`config.mk`:
```
export PLATFORM = sky130hd
export DESIGN_NAME = sdram_aref_ctrl
export DESIGN_NICKNAME = d
export VERILOG_FILES = /design/src/rtl/sdram_pkg.sv /design/src/rtl/sdram_aref_timer.sv /design/src/rtl/sdram_aref_ctrl.sv
export SDC_FILE = /design/constraint.sdc
export NUM_CORES = 1
export LEC_CHECK = 0
export ABC_AREA = 0
export BUFFER_PORTS_ARGS = -buffer_cell sky130_fd_sc_hd__buf_2
export CAP_MARGIN = 20
export CORE_AREA = 2 2 78 80
export CTS_CLUSTER_SIZE = 16
export DETAILED_ROUTE_END_ITERATION = 10
export DIE_AREA = 0 0 80 82
export GPL_ROUTABILITY_DRIVEN = 0
export PLACE_DENSITY_LB_ADDON = 0.25
export SLEW_MARGIN = 15
export SYNTH_ARGS = -nofsm -noshare
export SYNTH_HDL_FRONTEND = slang
export SYNTH_HIERARCHICAL = 1
export SYNTH_SLANG_ARGS = --single-unit
export TNS_END_PERCENT = 100
```
`constraint.sdc`:
```
create_clock -name sclk -period 2.3 [get_ports sclk]
set_clock_uncertainty 0.2 [all_clocks]
set_input_delay 0.345 -clock sclk [delete_from_list [all_inputs] [get_ports sclk]]
set_output_delay 0.345 -clock sclk [all_outputs]
set_load 0.005 [all_outputs]
```
`src/rtl/sdram_pkg.sv`:
```
// -----------------------------------------------------------------------------
// sdram_pkg
//   Shared SDRAM definitions for the command engines under the arbiter.
//   - Command encodings on {CS_n, RAS_n, CAS_n, WE_n}
//   - State type of the auto-refresh FSM
//   - Counter width helper (bits needed to hold a given maximum value)
// -----------------------------------------------------------------------------
package sdram_pkg;

   localparam logic [3:0] CMD_NOP  = 4'b0111;
   localparam logic [3:0] CMD_PREC = 4'b0010;
   localparam logic [3:0] CMD_AREF = 4'b0001;

   typedef enum logic [2:0] {
      ST_IDLE,
      ST_PREC,
      ST_TRP_W,
      ST_AREF,
      ST_TRFC_W,
      ST_DONE
   } aref_state_t;

   // Bits needed to represent max_val (at least one bit).
   function automatic int cnt_width(input int max_val);
      return (max_val < 2) ? 1 : $clog2(max_val + 1);
   endfunction

endpackage

```
`src/rtl/sdram_aref_timer.sv`:
```
// -----------------------------------------------------------------------------
// sdram_aref_timer
//   Free-running refresh interval timer. Counts 0..TREFI_CYC-1 and wraps; tick
//   is high for the single cycle in which the count equals TREFI_CYC-1. Only a
//   reset restarts it, so refresh ticks stay on a fixed grid regardless of
//   when refreshes are actually granted.
// Ports
//   sclk    in   clock
//   srst_n  in   synchronous active-low reset
//   tick    out  one cycle per TREFI_CYC cycles (combinational from count)
// -----------------------------------------------------------------------------
module sdram_aref_timer
   import sdram_pkg::*;
#(
   parameter int TREFI_CYC = 749
) (
   input  logic sclk,
   input  logic srst_n,
   output logic tick
);

   localparam int               CNT_W    = cnt_width(TREFI_CYC - 1);
   localparam logic [CNT_W-1:0] CNT_LAST = CNT_W'(TREFI_CYC - 1);

   logic [CNT_W-1:0] cnt;

   always_ff @(posedge sclk) begin
      if (!srst_n) begin
         cnt <= '0;
      end else if (cnt == CNT_LAST) begin
         cnt <= '0;
      end else begin
         cnt <= cnt + 1'b1;
      end
   end

   assign tick = (cnt == CNT_LAST);

endmodule

```
`src/rtl/sdram_aref_ctrl.sv`:
```
// -----------------------------------------------------------------------------
// sdram_aref_ctrl
//   Parametrised SDRAM auto-refresh engine. A free-running tREFI timer accrues
//   refresh debt (saturating at MAX_PEND, sticky overflow beyond it). The debt
//   drives aref_req/aref_urgent toward the command arbiter. Once granted, the
//   engine issues PREC-all, waits tRP, then issues up to AREF_BURST AREF
//   commands spaced by tRFC, and pulses flag_aref_end. A started sequence
//   always runs to completion.
// Ports
//   sclk           in   clock
//   srst_n         in   synchronous active-low reset
//   aref_en        in   arbiter grant, held until flag_aref_end
//   aref_req       out  debt > 0
//   aref_urgent    out  debt >= URGENT_TH
//   pend_cnt       out  current refresh debt
//   aref_ovf       out  sticky: tick arrived with debt already at MAX_PEND
//   sdram_cmd      out  {CS_n,RAS_n,CAS_n,WE_n}, registered
//   sdram_addr     out  constant, only A10 (all banks) set
//   flag_aref_end  out  one-cycle registered pulse at end of sequence
// -----------------------------------------------------------------------------
module sdram_aref_ctrl
   import sdram_pkg::*;
#(
   parameter int ADDR_W     = 12,
   parameter int TREFI_CYC  = 749,
   parameter int TRP_CYC    = 2,
   parameter int TRFC_CYC   = 4,
   parameter int AREF_BURST = 2,
   parameter int MAX_PEND   = 8,
   parameter int URGENT_TH  = 6
) (
   input  logic                          sclk,
   input  logic                          srst_n,
   input  logic                          aref_en,
   output logic                          aref_req,
   output logic                          aref_urgent,
   output logic [$clog2(MAX_PEND+1)-1:0] pend_cnt,
   output logic                          aref_ovf,
   output logic [3:0]                    sdram_cmd,
   output logic [ADDR_W-1:0]             sdram_addr,
   output logic                          flag_aref_end
);

   localparam int                PEND_W    = $clog2(MAX_PEND + 1);
   localparam logic [PEND_W-1:0] PEND_MAX  = PEND_W'(MAX_PEND);
   localparam logic [PEND_W-1:0] URG_LVL   = PEND_W'(URGENT_TH);

   localparam int                 BURST_W   = cnt_width(AREF_BURST);
   localparam logic [BURST_W-1:0] BURST_MAX = BURST_W'(AREF_BURST);

   // One wait counter serves both tRP and tRFC; it is loaded with the number
   // of wait-state cycles minus one and the wait state exits when it hits zero.
   localparam int                WAIT_MAX = (TRP_CYC > TRFC_CYC) ? TRP_CYC : TRFC_CYC;
   localparam int                WAIT_W   = cnt_width(WAIT_MAX);
   localparam logic [WAIT_W-1:0] TRP_LD   = WAIT_W'((TRP_CYC  > 1) ? TRP_CYC  - 2 : 0);
   localparam logic [WAIT_W-1:0] TRFC_LD  = WAIT_W'((TRFC_CYC > 1) ? TRFC_CYC - 2 : 0);

   logic               tick;
   logic               aref_issue;
   aref_state_t        state;
   logic [BURST_W-1:0] burst;
   logic [BURST_W-1:0] burst_post;
   logic [WAIT_W-1:0]  wait_cnt;
   logic               more;

   sdram_aref_timer #(
      .TREFI_CYC (TREFI_CYC)
   ) u_timer (
      .sclk   (sclk),
      .srst_n (srst_n),
      .tick   (tick)
   );

   assign aref_req    = (pend_cnt != '0);
   assign aref_urgent = (pend_cnt >= URG_LVL);
   assign sdram_addr  = ADDR_W'(1) << 10;

   // An AREF is on the bus for the whole ST_AREF cycle; its debt is retired
   // at the edge that leaves that cycle.
   assign aref_issue = (state == ST_AREF);

   // -------------------------------------------------------------------------
   // Refresh debt and overflow flag
   // -------------------------------------------------------------------------
   always_ff @(posedge sclk) begin
      if (!srst_n) begin
         pend_cnt <= '0;
         aref_ovf <= 1'b0;
      end else begin
         if (tick && (pend_cnt == PEND_MAX)) begin
            aref_ovf <= 1'b1;
         end
         if (tick && !aref_issue) begin
            if (pend_cnt != PEND_MAX) begin
               pend_cnt <= pend_cnt + 1'b1;
            end
         end else if (!tick && aref_issue) begin
            pend_cnt <= pend_cnt - 1'b1;
         end
      end
   end

   // -------------------------------------------------------------------------
   // Next-AREF decision, evaluated on the post-AREF view of debt and burst.
   // From ST_AREF (only reached directly when TRFC_CYC == 1) the decrement and
   // burst increment of the current AREF have not landed yet, so they are
   // folded in here.
   // -------------------------------------------------------------------------
   always_comb begin
      burst_post = burst;
      more       = 1'b0;
      if (state == ST_AREF) begin
         burst_post = burst + 1'b1;
         more       = (burst_post < BURST_MAX) && (pend_cnt > PEND_W'(1));
      end else begin
         more       = (burst < BURST_MAX) && (pend_cnt != '0);
      end
   end

   // -------------------------------------------------------------------------
   // Sequencer; sdram_cmd and flag_aref_end are registered alongside the state
   // so the command on the bus always matches the state being occupied.
   // -------------------------------------------------------------------------
   always_ff @(posedge sclk) begin
      if (!srst_n) begin
         state         <= ST_IDLE;
         sdram_cmd     <= CMD_NOP;
         flag_aref_end <= 1'b0;
         burst         <= '0;
         wait_cnt      <= '0;
      end else begin
         sdram_cmd     <= CMD_NOP;
         flag_aref_end <= 1'b0;
         case (state)
            ST_IDLE: begin
               if (aref_en && aref_req) begin
                  state     <= ST_PREC;
                  sdram_cmd <= CMD_PREC;
               end
            end
            ST_PREC: begin
               if (TRP_CYC > 1) begin
                  state    <= ST_TRP_W;
                  wait_cnt <= TRP_LD;
               end else begin
                  state     <= ST_AREF;
                  sdram_cmd <= CMD_AREF;
               end
            end
            ST_TRP_W: begin
               if (wait_cnt == '0) begin
                  state     <= ST_AREF;
                  sdram_cmd <= CMD_AREF;
               end else begin
                  wait_cnt <= wait_cnt - 1'b1;
               end
            end
            ST_AREF: begin
               burst <= burst_post;
               if (TRFC_CYC > 1) begin
                  state    <= ST_TRFC_W;
                  wait_cnt <= TRFC_LD;
               end else if (more) begin
                  sdram_cmd <= CMD_AREF;
               end else begin
                  state         <= ST_DONE;
                  flag_aref_end <= 1'b1;
               end
            end
            ST_TRFC_W: begin
               if (wait_cnt == '0) begin
                  if (more) begin
                     state     <= ST_AREF;
                     sdram_cmd <= CMD_AREF;
                  end else begin
                     state         <= ST_DONE;
                     flag_aref_end <= 1'b1;
                  end
               end else begin
                  wait_cnt <= wait_cnt - 1'b1;
               end
            end
            ST_DONE: begin
               // aref_en is deliberately not sampled here.
               burst <= '0;
               state <= ST_IDLE;
            end
            default: begin
               state <= ST_IDLE;
               burst <= '0;
            end
         endcase
      end
   end

endmodule

```
# == Word-level counts from Yosys, hierarchy flattened ==
# Cells that the tools add are included.
# classes
reduce_logical,20
n_addsub,5
magnitude_cmp,4
n_eq_ne,12
muxes,18
bitwise,1
# ops
cell,count
3-bit 2-to-1 mux,9
3-bit case mux with 3 select lines,2
3-bit case mux with 5 select lines,1
4-bit 2-to-1 mux,3
10-bit by 1-bit adder with 10-bit output (second input constant),1
10-bit equality test (second input constant),1
2-bit inequality test (second input constant),4
3-bit by 2-bit equality test with 1-bit output (second input constant),2
1-bit logical AND,6
3-bit logical NOT,2
3-bit AND reduction,2
4-bit by 1-bit adder with 4-bit output (second input constant),1
4-bit equality test (second input constant),1
4-bit by 3-bit >= comparator with 1-bit output (second input constant),1
4-bit by 1-bit > comparator with 1-bit output (second input constant),1
2-bit less-than comparator (second input constant),2
4-bit inequality test (second input constant),1
2-bit case mux with 2 select lines,1
2-bit AND reduction,2
4-bit nonzero test,1
2-bit OR reduction,2
4-bit OR reduction,1
4-bit by 1-bit subtractor with 4-bit output (second input constant),1
3-bit by 1-bit equality test with 1-bit output (second input constant),1
other kinds (9),11
# totals
output_inout_bits,24
in_bits,3
elab_cells,68
ff_bits,28

# == Depth between registers and ports, before layout ==
# Gate-level depths: netlist of the first run.
# logic_depth
word_depth,7
depth_mapped,9
ltp_nobuf,8

# == By module ==
# The synthesis of the first run kept the hierarchy.
# modules_own_cells
mod,cells_per_inst,seq_area_each_um2,n_inst,area_per_inst_um2
sdram_aref_ctrl,142,340.3,1,1182.4
sdram_aref_timer,51,200.2,1,462.9

# == Worst setup path after synthesis of the first run ==
# No wires, ideal clock.
# synth_path
kind,register to register
from,register u_timer.cnt[0]
to,register pend_cnt[2]
path_stages_with_launch,10
required_ns,2.028
synth_period_minus_slack_ns,2.054
arrival_time_ns,1.782
slack_ns,0.246
setup_time_ns,0.072
n_path_buf,1
cell_sequence,dfxtp_1 -> inv_1 -> ha_1 -> nand4_1 -> or3_4 -> nor2_1 -> clkbuf_1 -> nand3_1 -> o32ai_2 -> mux2i_1
# synth_via
elab_chain_len,5
elab_cells_between_ends,8
classes_between,eq/ne (2); mux (1); reduce/logical (5)
# synth_rtl
item,line,text
from (decl),sdram_aref_timer.sv:25,logic [CNT_W-1:0] cnt;
from (signal assigned),sdram_aref_timer.sv:33,cnt <= cnt + 1'b1;
10-bit equality test (*),sdram_aref_timer.sv:37,assign tick = (cnt == CNT_LAST);
net tick,sdram_aref_ctrl.sv:58,logic tick;
1-bit logical NOT,sdram_aref_ctrl.sv:97,end else if (!tick && aref_issue) begin
1-bit logical AND,sdram_aref_ctrl.sv:97,
2-bit nonzero test (no line),n/a,
2-bit AND reduction (no line),n/a,
to (signal assigned),sdram_aref_ctrl.sv:95,pend_cnt <= pend_cnt + 1'b1;
to (signal assigned),sdram_aref_ctrl.sv:98,pend_cnt <= pend_cnt - 1'b1;
to (decl),sdram_aref_ctrl.sv:37,"output logic [$clog2(MAX_PEND+1)-1:0] pend_cnt,"
# Mark *: on every way through the listed nets, which the timed path passes. The rest lies on a longest branch.
# A chain may end at the register's enable or synchronous reset.

# == Final worst setup path of the first run ==
# layout_path
from,register pend_cnt[1]
to,output aref_req
# layout_via
elab_chain_len,1
# layout_rtl
item,line,text
4-bit nonzero test,sdram_aref_ctrl.sv:74,assign aref_req = (pend_cnt != '0);
to (decl),sdram_aref_ctrl.sv:35,"output logic aref_req,"
# Every way passes these cells.

==> metrics.yaml, run 1 <==
clock_tree:
  cts_buffer_depth: 2
  hold_buffers: 0
  cts_buffers: 3
  cts_sinks: 27
  cts_resized: 0
  cts_setup_buffers: 0
  cts_tree: "built"
  clockRootBuffer: "clkbuf_8"
  clk_pin_slew_ps: 90
  clock_latency_ps: 270
  cts_htree_levels: 1
sta:
  worst_slack_ps: 113.8
  hold_viol_final: 0
  hold_slack_ps: 67.73
  setup_viol: 0
  slew_viol_final: 0
  period_needed_ps: 2186
  rsz0062_at_grt: "no"
  max_freq_ghz: 0.4574
  fin_crit_sh: 0.9505
  setup_tns_ps: 0
final_layout:
  final_nets: 216
  area_growth_pct: 7.453
  diodes: 0
  final_cell_mix: "27 x dfxtp_1, 15 x nor2_1, 13 x conb_1, 13 x buf_2"
  fin_util: 0.3077
  drive_gt1_frac: 0.1478
  final_cells: 278
  final_common_cell: "dfxtp_1"
  final_area_mm2: 0.001768
  fillerInstances: 634
route:
  wl_per_cell_um: 10.29
  ant_nets: 0
  drt_pass1_iterations: 4
  drc: 0
  drtIter0Drc: 34
  via_per_inst: 4.514
  wirelength_mm: 2.862
  num_vias: 1255
power:
  total_power_uw: 944.3
  vdd_ir_drop_max_uv: 272.5
  p_leak_nw: 0.7477
  power.density_mw_per_mm2: 534.1
global_route:
  overflow: 0
  grt_max_degree: 25
  grt_use_total: 0.09246
  grt_pass1_wl_mm: 4.843
  antenna_found_initial: 0
  grt_pass1_vias: 1087
floorplanning:
  die-area_mm2: 0.006560
  initial_core_util: 0.2864
  die_x_um: 80
  rows: 28
  ios: 27
  die_h_um: 82
  design.core.area_mm2: 0.005746
logic_synthesis:
  synth_top_cell_by_area: "dfxtp_1"
  synth_warnings: 6
  ys_async_sr_fraction: 0
  seq_area_frac_synth: 0.3285
  ys_ff_latch: 27
  ys_dominant_reg_cell: "dfxtp_1"
  netlist.area_leader.share: 0.3285
  avgSynthCellArea_um2: 8.525
  ys_types: 47
  synth_edf_count: 0
  synthTopCellsByArea: "dfxtp_1 33%, ha_1 6.8%, buf_4 5.9%"
  synth_area_mm2: 0.001645
  netlist_instances: 193
critical_path:
  worstPathArrival_ps: 1640
  crit_type: "reg2out"
  cp-start-kind: "register"
  worstPathRequired_ps: 1750
  crit_fanout: 8
  cp-end-kind: "output pin"
placement:
  dp_worst_setup_slack_ps: 328.7
  dpl.hpwl_mm: 2.106
  dp.cells: 274
  io_buffers: 13
  postPlaceCellArea_mm2: 0.001723
run:
  cap_violations: 0
min_path:
  min_path_type: "in2reg"
outcome:
  status: "complete, no violations"
state kept, by name (all words and copies together), names as in the netlist:
name and flops:
sdram_cmd 3, aref_ovf 1, pend_cnt 4, burst 2, flag_aref_end 1, u_timer/cnt 10, state 3, wait_cnt 3
Yosys cell counts (2+ instances only):
cell type / number
o21ai_1: 3
nor2_1: 15
xor2_1: 4
nor2b_1: 3
buf_6: 2
o21ai_2: 2
a21oi_1: 12
o21a_1: 4
or3_1: 2
buf_2: 5
o31ai_1: 2
nand2_1: 10
nand2b_1: 6
nand3_1: 6
ha_1: 9
a21boi_1: 3
clkbuf_1: 2
or3b_1: 2
o21ai_0: 8
inv_1: 12
conb_1: 2
nand3b_1: 3
mux2i_1: 3
xnor2_1: 2
and3_1: 3
nand4_1: 4
o211ai_1: 5
a21boi_0: 2
buf_4: 13
dfxtp_1: 27
power by group:
part	switching, mW	internal, mW
clock	0.142	0.124
sequential	0.0221	0.487
combinational	0.101	0.0681
total	0.265	0.679
layout make-up:
| cell class | count | area (um^2) | area share |
|---|---|---|---|
| Timing Repair Buffer | 17 | 95.09 | 0.05379 |
| Sequential cell | 27 | 540.5 | 0.3057 |
| Multi-Input combinational cell | 143 | 948.4 | 0.5364 |
| Inverter | 12 | 45.04 | 0.02548 |
| Clock buffer | 4 | 45.04 | 0.02548 |
| Tap cell | 75 | 93.84 | 0.05308 |
worst paths after layout:
path	startpoint	end	slack, ps	depth (start not counted)
hold reg to reg	u_timer/cnt[0]	u_timer/cnt[0]	270	1
setup reg to reg	u_timer/cnt[0]	pend_cnt[3]	310	9
hold / removal	aref_en	sdram_cmd[0]	70	2
setup / recovery	pend_cnt[1]	aref_req	110	4
critical path, cell delays in order (launching register included):
cell and delay [ps]:
dfxtp_1 380, inv_1 170, ha_1 180, or3b_1 470, buf_2 180
per-layer routing:
| layer | up-vias | part of all wire | GRT usage |
|---|---|---|---|
| li1 | 663 | - | - |
| met1 | 571 | 0.49 | 0.1096 |
| met2 | 19 | 0.46 | 0.1633 |
| met3 | 2 | 0.042 | 0.03187 |
| met4 | 0 | 0.0042 | 0.01695 |
| met5 | - | 0 | 0 |
cells by family (layout without fill, tap and decap cells):
family,Yosys count,after routing,synth area share
AO/OA/AOI/OAI,51,51,0.2152
adder cells (fa/ha/maj),9,9,0.06844
buffers and inverters,34,33,0.1201
AND/OR/NAND/NOR,61,61,0.2129
other,2,13,0.004564
flip-flops,27,27,0.3285
multiplexers,3,3,0.01825
XOR/XNOR,6,6,0.03194
(Power assumes the default switching activity.)
==> run 2: changes to the inputs <==
--- a/config.mk
+++ b/config.mk
@@ -8,10 +8,10 @@
 export ABC_AREA = 0
 export BUFFER_PORTS_ARGS = -buffer_cell sky130_fd_sc_hd__buf_2
 export CAP_MARGIN = 20
-export CORE_AREA = 2 2 78 80
+export CORE_AREA = 2 2 59 61
 export CTS_CLUSTER_SIZE = 16
 export DETAILED_ROUTE_END_ITERATION = 10
-export DIE_AREA = 0 0 80 82
+export DIE_AREA = 0 0 61 63
 export GPL_ROUTABILITY_DRIVEN = 0
 export PLACE_DENSITY_LB_ADDON = 0.25
 export SLEW_MARGIN = 15
==> run 2 against run 1 <==
- hold slack gained 160 ps
- combinational power is essentially flat
- die area shrank 41%
- largest power group unchanged
- highest routed layer unchanged
==> metrics.yaml, run 2 (synthesis gave the netlist of run 1 again) <==
outcome:
  status: "complete, no violations"  # unchanged
final_layout:
  final_cells: 249  # was 278
  diodes: 0  # unchanged
  final_nets: 216  # unchanged
  drive_gt1_frac: 0.1527  # was 0.1478
  fillerInstances: 326  # was 634
  largest_registers: "u_timer/cnt: 10 flops, pend_cnt: 4 flops"  # unchanged
  fin_util: 0.5319  # was 0.3077
  final_cell_mix: "27 x dfxtp_1, 15 x nor2_1, 13 x conb_1, 13 x buf_2"  # unchanged
  final_common_cell: "dfxtp_1"  # unchanged
  area_growth_pct: 4.487  # was 7.453%
  final_area_mm2: 0.001719  # was 0.001768 mm^2
  largest_register_ffs: 10  # unchanged
  top_register: "u_timer/cnt"  # unchanged
sta:
  fin_crit_sh: 0.9441  # was 0.9505
  slew_viol_final: 0  # unchanged
  period_needed_ps: 2171  # was 2186 ps
  max_freq_ghz: 0.4605  # was 0.4574 GHz
  setup_tns_ps: 0  # unchanged
  slew_headroom: 0.6672
  worst_slack_ps: 128.5  # was 113.8 ps
  rsz0062_at_grt: "no"  # unchanged
  hold_slack_ps: 229.4  # was 67.73 ps
  hold_viol_final: 0  # unchanged
  worst_pin_slew_ps: 498.5
  setup_viol: 0  # unchanged
route:
  via_per_inst: 5.253  # was 4.514
  drt_pass1_iterations: 4  # unchanged
  drtIter0Drc: 68  # was 34
  wirelength_mm: 2.843  # was 2.862 mm
  wl_per_cell_um: 11.42  # was 10.29 um
  ant_nets: 0  # unchanged
  num_vias: 1308  # was 1255
  drc: 0  # unchanged
placement:
  postPlaceCellArea_mm2: 0.001679  # was 0.001723 mm^2
  io_buffers: 13  # unchanged
  dp_worst_setup_slack_ps: 287.1  # was 328.7 ps
  dpl.hpwl_mm: 2.082  # was 2.106 mm
  dp.cells: 244  # was 274
floorplanning:
  ios: 27  # unchanged
  die_x_um: 61  # was 80 um
  design.core.area_mm2: 0.003232  # was 0.005746 mm^2
  die_h_um: 63  # was 82 um
  rows: 21  # was 28
  die-area_mm2: 0.003843  # was 0.006560 mm^2
  initial_core_util: 0.5091  # was 0.2864
global_route:
  grt_pass1_wl_mm: 4.767  # was 4.843 mm
  grt_use_total: 0.1575  # was 0.09246
  grt_pass1_vias: 1135  # was 1087
  overflow: 0  # unchanged
  antenna_found_initial: 0  # unchanged
  grt_max_degree: 25  # unchanged
power:
  p_leak_nw: 0.7379  # was 0.7477 nW
  total_power_uw: 893.2  # was 944.3 uW
  vdd_ir_drop_max_uv: 284.2  # was 272.5 uV
  power.density_mw_per_mm2: 519.6  # was 534.1 mW/mm^2
clock_tree:
  clock_latency_ps: 330  # was 270 ps
  cts_sinks: 27  # unchanged
  cts_buffers: 3  # unchanged
  cts_buffer_depth: 2  # unchanged
  cts_tree: "built"  # unchanged
  cts_htree_levels: 1  # unchanged
  clk_pin_slew_ps: 160  # was 90 ps
  clockRootBuffer: "clkbuf_4"  # was clkbuf_8
min_path:
  min_path_type: "in2reg"  # unchanged
critical_path:
  worstPathArrival_ps: 1630  # was 1640 ps
  cp-start-kind: "register"  # unchanged
  crit_fanout: 8  # unchanged
  cp-end-kind: "output pin"  # unchanged
  crit_type: "reg2out"  # unchanged
  worstPathRequired_ps: 1750  # about the same
run:
  cap_violations: 0  # unchanged
==> run 2: cell types whose count changed in the layout (fill, tap and decap cells not counted), sizes merged <==
cell,previous run,this run
buf,17,16
clkbuf,4,3
clkinv,0,1
dlygate4sd3,0,1
==> run 2: path summary, 6_finish.rpt <==
| kind | start | end | slack (ps) | cells past startpoint |
|---|---|---|---|---|
| worst max-delay path | pend_cnt[1] | aref_req | 130 | 4 |
| worst min-delay path | srst_n | wait_cnt[0] | 230 | 3 |
| worst max register to register | u_timer/cnt[0] | pend_cnt[3] | 260 | 9 |
| worst min register to register | u_timer/cnt[0] | u_timer/cnt[0] | 280 | 1 |
==> run 2: layer usage <==
| layer | share of wire | GRT usage | vias up |
|---|---|---|---|
| li1 | - | - | 661 |
| met1 | 0.47 | 0.2061 | 616 |
| met2 | 0.49 | 0.2567 | 27 |
| met3 | 0.034 | 0.02484 | 4 |
| met4 | 0.0084 | 0.05435 | 0 |
| met5 | 0 | 0 | - |
==> run 2: repair_timing <==
action,CTS,global route
hold endpoints to repair,0,1
setup buffers,0,0
endpoints found under the setup margin,0,1
hold buffers,0,1
resized for setup,0,1
==> run 2: area by class of cell <==
class	instances	area, um^2	share of cell area
clock buffers	3	22.52	0.01310
clock inverters	1	5.005	0.002911
inverters	12	45.04	0.02620
multi-input cells	143	950.9	0.5531
flip-flops and latches	27	540.5	0.3144
well taps	46	57.56	0.03348
repair buffers	17	97.59	0.05677
==> run 2: where the power goes <==
part / internal, mW / switching (mW) / total (mW)
combinational: 0.0713 / 0.0966 / 0.168
sequential: 0.488 / 0.0255 / 0.513
clock: 0.0652 / 0.147 / 0.212
==> run 2: worst max-delay path, stage by stage, from the launching register on <==
cell	delay, ps
dfxtp_1	400
inv_1	150
ha_1	180
or3b_4	420
buf_2	150
==> run 3: changes to the inputs <==
--- a/config.mk
+++ b/config.mk
@@ -12,7 +12,7 @@
 export CTS_CLUSTER_SIZE = 16
 export DETAILED_ROUTE_END_ITERATION = 10
 export DIE_AREA = 0 0 61 63
-export GPL_ROUTABILITY_DRIVEN = 0
+export GPL_ROUTABILITY_DRIVEN = 1
 export PLACE_DENSITY_LB_ADDON = 0.25
 export SLEW_MARGIN = 15
 export SYNTH_ARGS = -nofsm -noshare
==> constraint.sdc (replaced) <==
create_clock -name sclk -period 2.05 [get_ports sclk]
set_clock_uncertainty 0.2 [all_clocks]
set_input_delay 0.3075 -clock sclk [delete_from_list [all_inputs] [get_ports sclk]]
set_output_delay 0.3075 -clock sclk [all_outputs]
set_load 0.005 [all_outputs]
==> run 3 against run 2 <==
- first-iteration DRC count rose by 5.9%
- global-route usage rose by 0.33 points
- flip-flop and latch count did not move
- non-clock buffer count rose by 8
- via count rose by 1.6%
- design area rose by 4.6%
- cell count rose by 3.2%
- critical path depth did not move
- combinational power rose by 24%
- die area did not move
- largest cell class unchanged
- largest power group unchanged
==> metrics.yaml, run 3 (synthesis gave the netlist of run 1 again) <==
critical_path:
  cp_cell_sequence: "inv_2 -> ha_1 -> or3b_4 -> buf_2"  # was inv_1 -> ha_1 -> or3b_4 -> buf_2
  cp-start-kind: "register"  # unchanged
  r2r_end: "pend_cnt[3]"  # unchanged
  crit_fanout: 4  # was 8
  rr_worst_depth: 9  # unchanged
  worstPathRequired_ps: 1540  # was 1750 ps
  crit_type: "reg2out"  # unchanged
  rrSetupSlack_ps: 130  # was 260 ps
  critPathMaxStageDelay_ps: 390  # was 420 ps
  cp_slowest_cell: "dfxtp_4"  # was or3b_4
  cp-end-kind: "output pin"  # unchanged
  worstPathArrival_ps: 1460  # was 1630 ps
  critPathTopFamily: "flip-flops"  # was simple AND/OR/NAND/NOR gates
  cp_num_buf_inv: 2  # unchanged
  critical_path_depth: 4  # unchanged
  r2r-start: "u_timer/cnt[0]"  # unchanged
sta:
  period_needed_ps: 1971
  slew_headroom: 0.5607  # was 0.6672
  hold_viol_final: 0  # unchanged
  worst_pin_slew_ps: 658.1  # was 498.5 ps
  rsz0062_at_grt: "yes"  # was no
  setup_viol: 0  # unchanged
  slew_viol_final: 0  # unchanged
  fin_crit_sh: 0.9617
  max_freq_ghz: 0.5072
power:
  p_leak_nw: 0.7770  # was 0.7379 nW
  vdd_ir_drop_max_uv: 235.5  # was 284.2 uV
  power.density_mw_per_mm2: 570.7  # was 519.6 mW/mm^2
  total_power_mw: 1.026  # was 893.2 uW
final_layout:
  final_cell_mix: "24 x dfxtp_1, 14 x nor2_1, 13 x conb_1, 13 x buf_2, 12 x a21oi_1"  # was 27 x dfxtp_1, 15 x nor2_1, 13 x conb_1, 13 x buf_2
  final_common_cell: "dfxtp_1"  # unchanged
  diodes: 0  # unchanged
  top_register: "u_timer/cnt"  # unchanged
  final_cells: 257  # was 249
  area_growth_pct: 9.277  # was 4.487%
  fin_util: 0.5563  # was 0.5319
  largest_registers: "u_timer/cnt: 10 flops, pend_cnt: 4 flops"  # unchanged
  largest_register_ffs: 10  # unchanged
  final_nets: 224  # was 216
  fillerInstances: 303  # was 326
  drive_gt1_frac: 0.2133  # was 0.1527
clock_tree:
  cts_buffers: 3  # unchanged
  cts_htree_levels: 1  # unchanged
  clk_pin_slew_ps: 160  # about the same
  cts_sinks: 27  # unchanged
  cts_tree: "built"  # unchanged
  clock_latency_ps: 330  # about the same
  cts_buffer_depth: 2  # unchanged
  clockRootBuffer: "clkbuf_4"  # unchanged
floorplanning:
  rows: 21  # unchanged
  die_h_um: 63  # unchanged
  die-area_mm2: 0.003843  # unchanged
  design.core.area_mm2: 0.003232  # unchanged
  initial_core_util: 0.5091  # unchanged
  ios: 27  # unchanged
  die_x_um: 61  # unchanged
min_path:
  min_from: "srst_n"  # unchanged
  whs_endpoint: "wait_cnt[0]"  # unchanged
  whs_path_depth: 3  # unchanged
  min_path_type: "in2reg"  # unchanged
route:
  drt_pass1_iterations: 4  # unchanged
  num_vias: 1329  # was 1308
  drc: 0  # unchanged
  via_per_inst: 5.171  # was 5.253
  ant_nets: 0  # unchanged
  drtIter0Drc: 72  # was 68
  wirelength_mm: 2.955  # was 2.843 mm
  wl_per_cell_um: 11.50  # was 11.42 um
run:
  cap_violations: 0  # unchanged
global_route:
  antenna_found_initial: 0  # unchanged
  overflow: 0  # unchanged
  grt_use_total: 0.1608  # was 0.1575
  grt_pass1_vias: 1178  # was 1135
  grt_max_degree: 18  # was 25
  grt_pass1_wl_mm: 4.961  # was 4.767 mm
placement:
  io_buffers: 13  # unchanged
  gp_congestion: 0.7675
  dpl.hpwl_mm: 2.171  # was 2.082 mm
  dp.cells: 249  # was 244
outcome:
  status: "complete, no violations"  # unchanged
-- run 3: changes by cell type in the layout (fill, tap and decap cells not counted), moves of 2 or more --
cell,change
inv_1,-2
inv_2,+2
dfxtp_1,-3
dfxtp_4,+2
buf_4,+8
-- run 3: stage by stage --
stage | area [um^2] | setup TNS [ps] | hold WS [ps] | setup slack (ps)
global route | 1798 | -5.543 | 144.6 | -5.543
detailed placement | 1717 | 0 | 249.7 | 2.176
floorplan | 1688 | 0 | 181.4 | 119.3
global placement | 1717 | 0 | 245.2 | 74.13
finish | 1798 | 0 | 142.2 | 78.57
CTS | 1764 | -13.03 | 133.4 | -13.03
-- run 3: report_power, final --
group	total (mW)	internal [mW]	switching (mW)
Sequential	0.576	0.548	0.0274
Clock	0.242	0.0746	0.167
Combinational	0.208	0.0927	0.116
-- run 3: cell type report --
class | count | area (um^2) | share of cell area
timing repair buffer | 25 | 157.7 | 0.08768
sequential | 27 | 549.3 | 0.3055
multi-input combinational | 143 | 958.4 | 0.5331
inverter | 12 | 45.04 | 0.02505
clock inverter | 1 | 7.507 | 0.004175
tap | 46 | 57.56 | 0.03201
clock buffer | 3 | 22.52 | 0.01253
-- run 3: tightest hold or removal path, delay by kind of cell --
| family | cells | cell delay (ps) |
|---|---|---|
| compound gates | 1 | 40 |
| buf+inv | 1 | 200 |
| simple gates | 1 | 100 |
-- run 3: how the worst max path moves through the flow --
stage | startpoint | end | slack (ps)
2_1_floorplan | u_timer/cnt[0] | pend_cnt[2] | 120
6_report | pend_cnt[0] | aref_req | 80
4_1_cts | pend_cnt[1] | aref_req | -10
5_1_grt | pend_cnt[1] | aref_req | -6
3_5_place_dp | u_timer/cnt[0] | pend_cnt[3] | 2
3_3_place_gp | u_timer/cnt[0] | pend_cnt[3] | 70
-- run 3: what timing repair did --
item,4_1_cts,5_1_grt
cloned,0,0
buffers inserted,0,3
resized for setup,6,4
endpoints found under the setup margin,2,2
endpoints found under the hold margin,1,0
hold buffers,1,0
-- run 3: layer usage --
layer	wire length (um)	up-vias	track usage
met1	1435	621	0.2137
met4	31	0	0.04076
met2	1418	23	0.2661
li1	-	681	-
met5	0	-	0
met3	69	4	0.02484
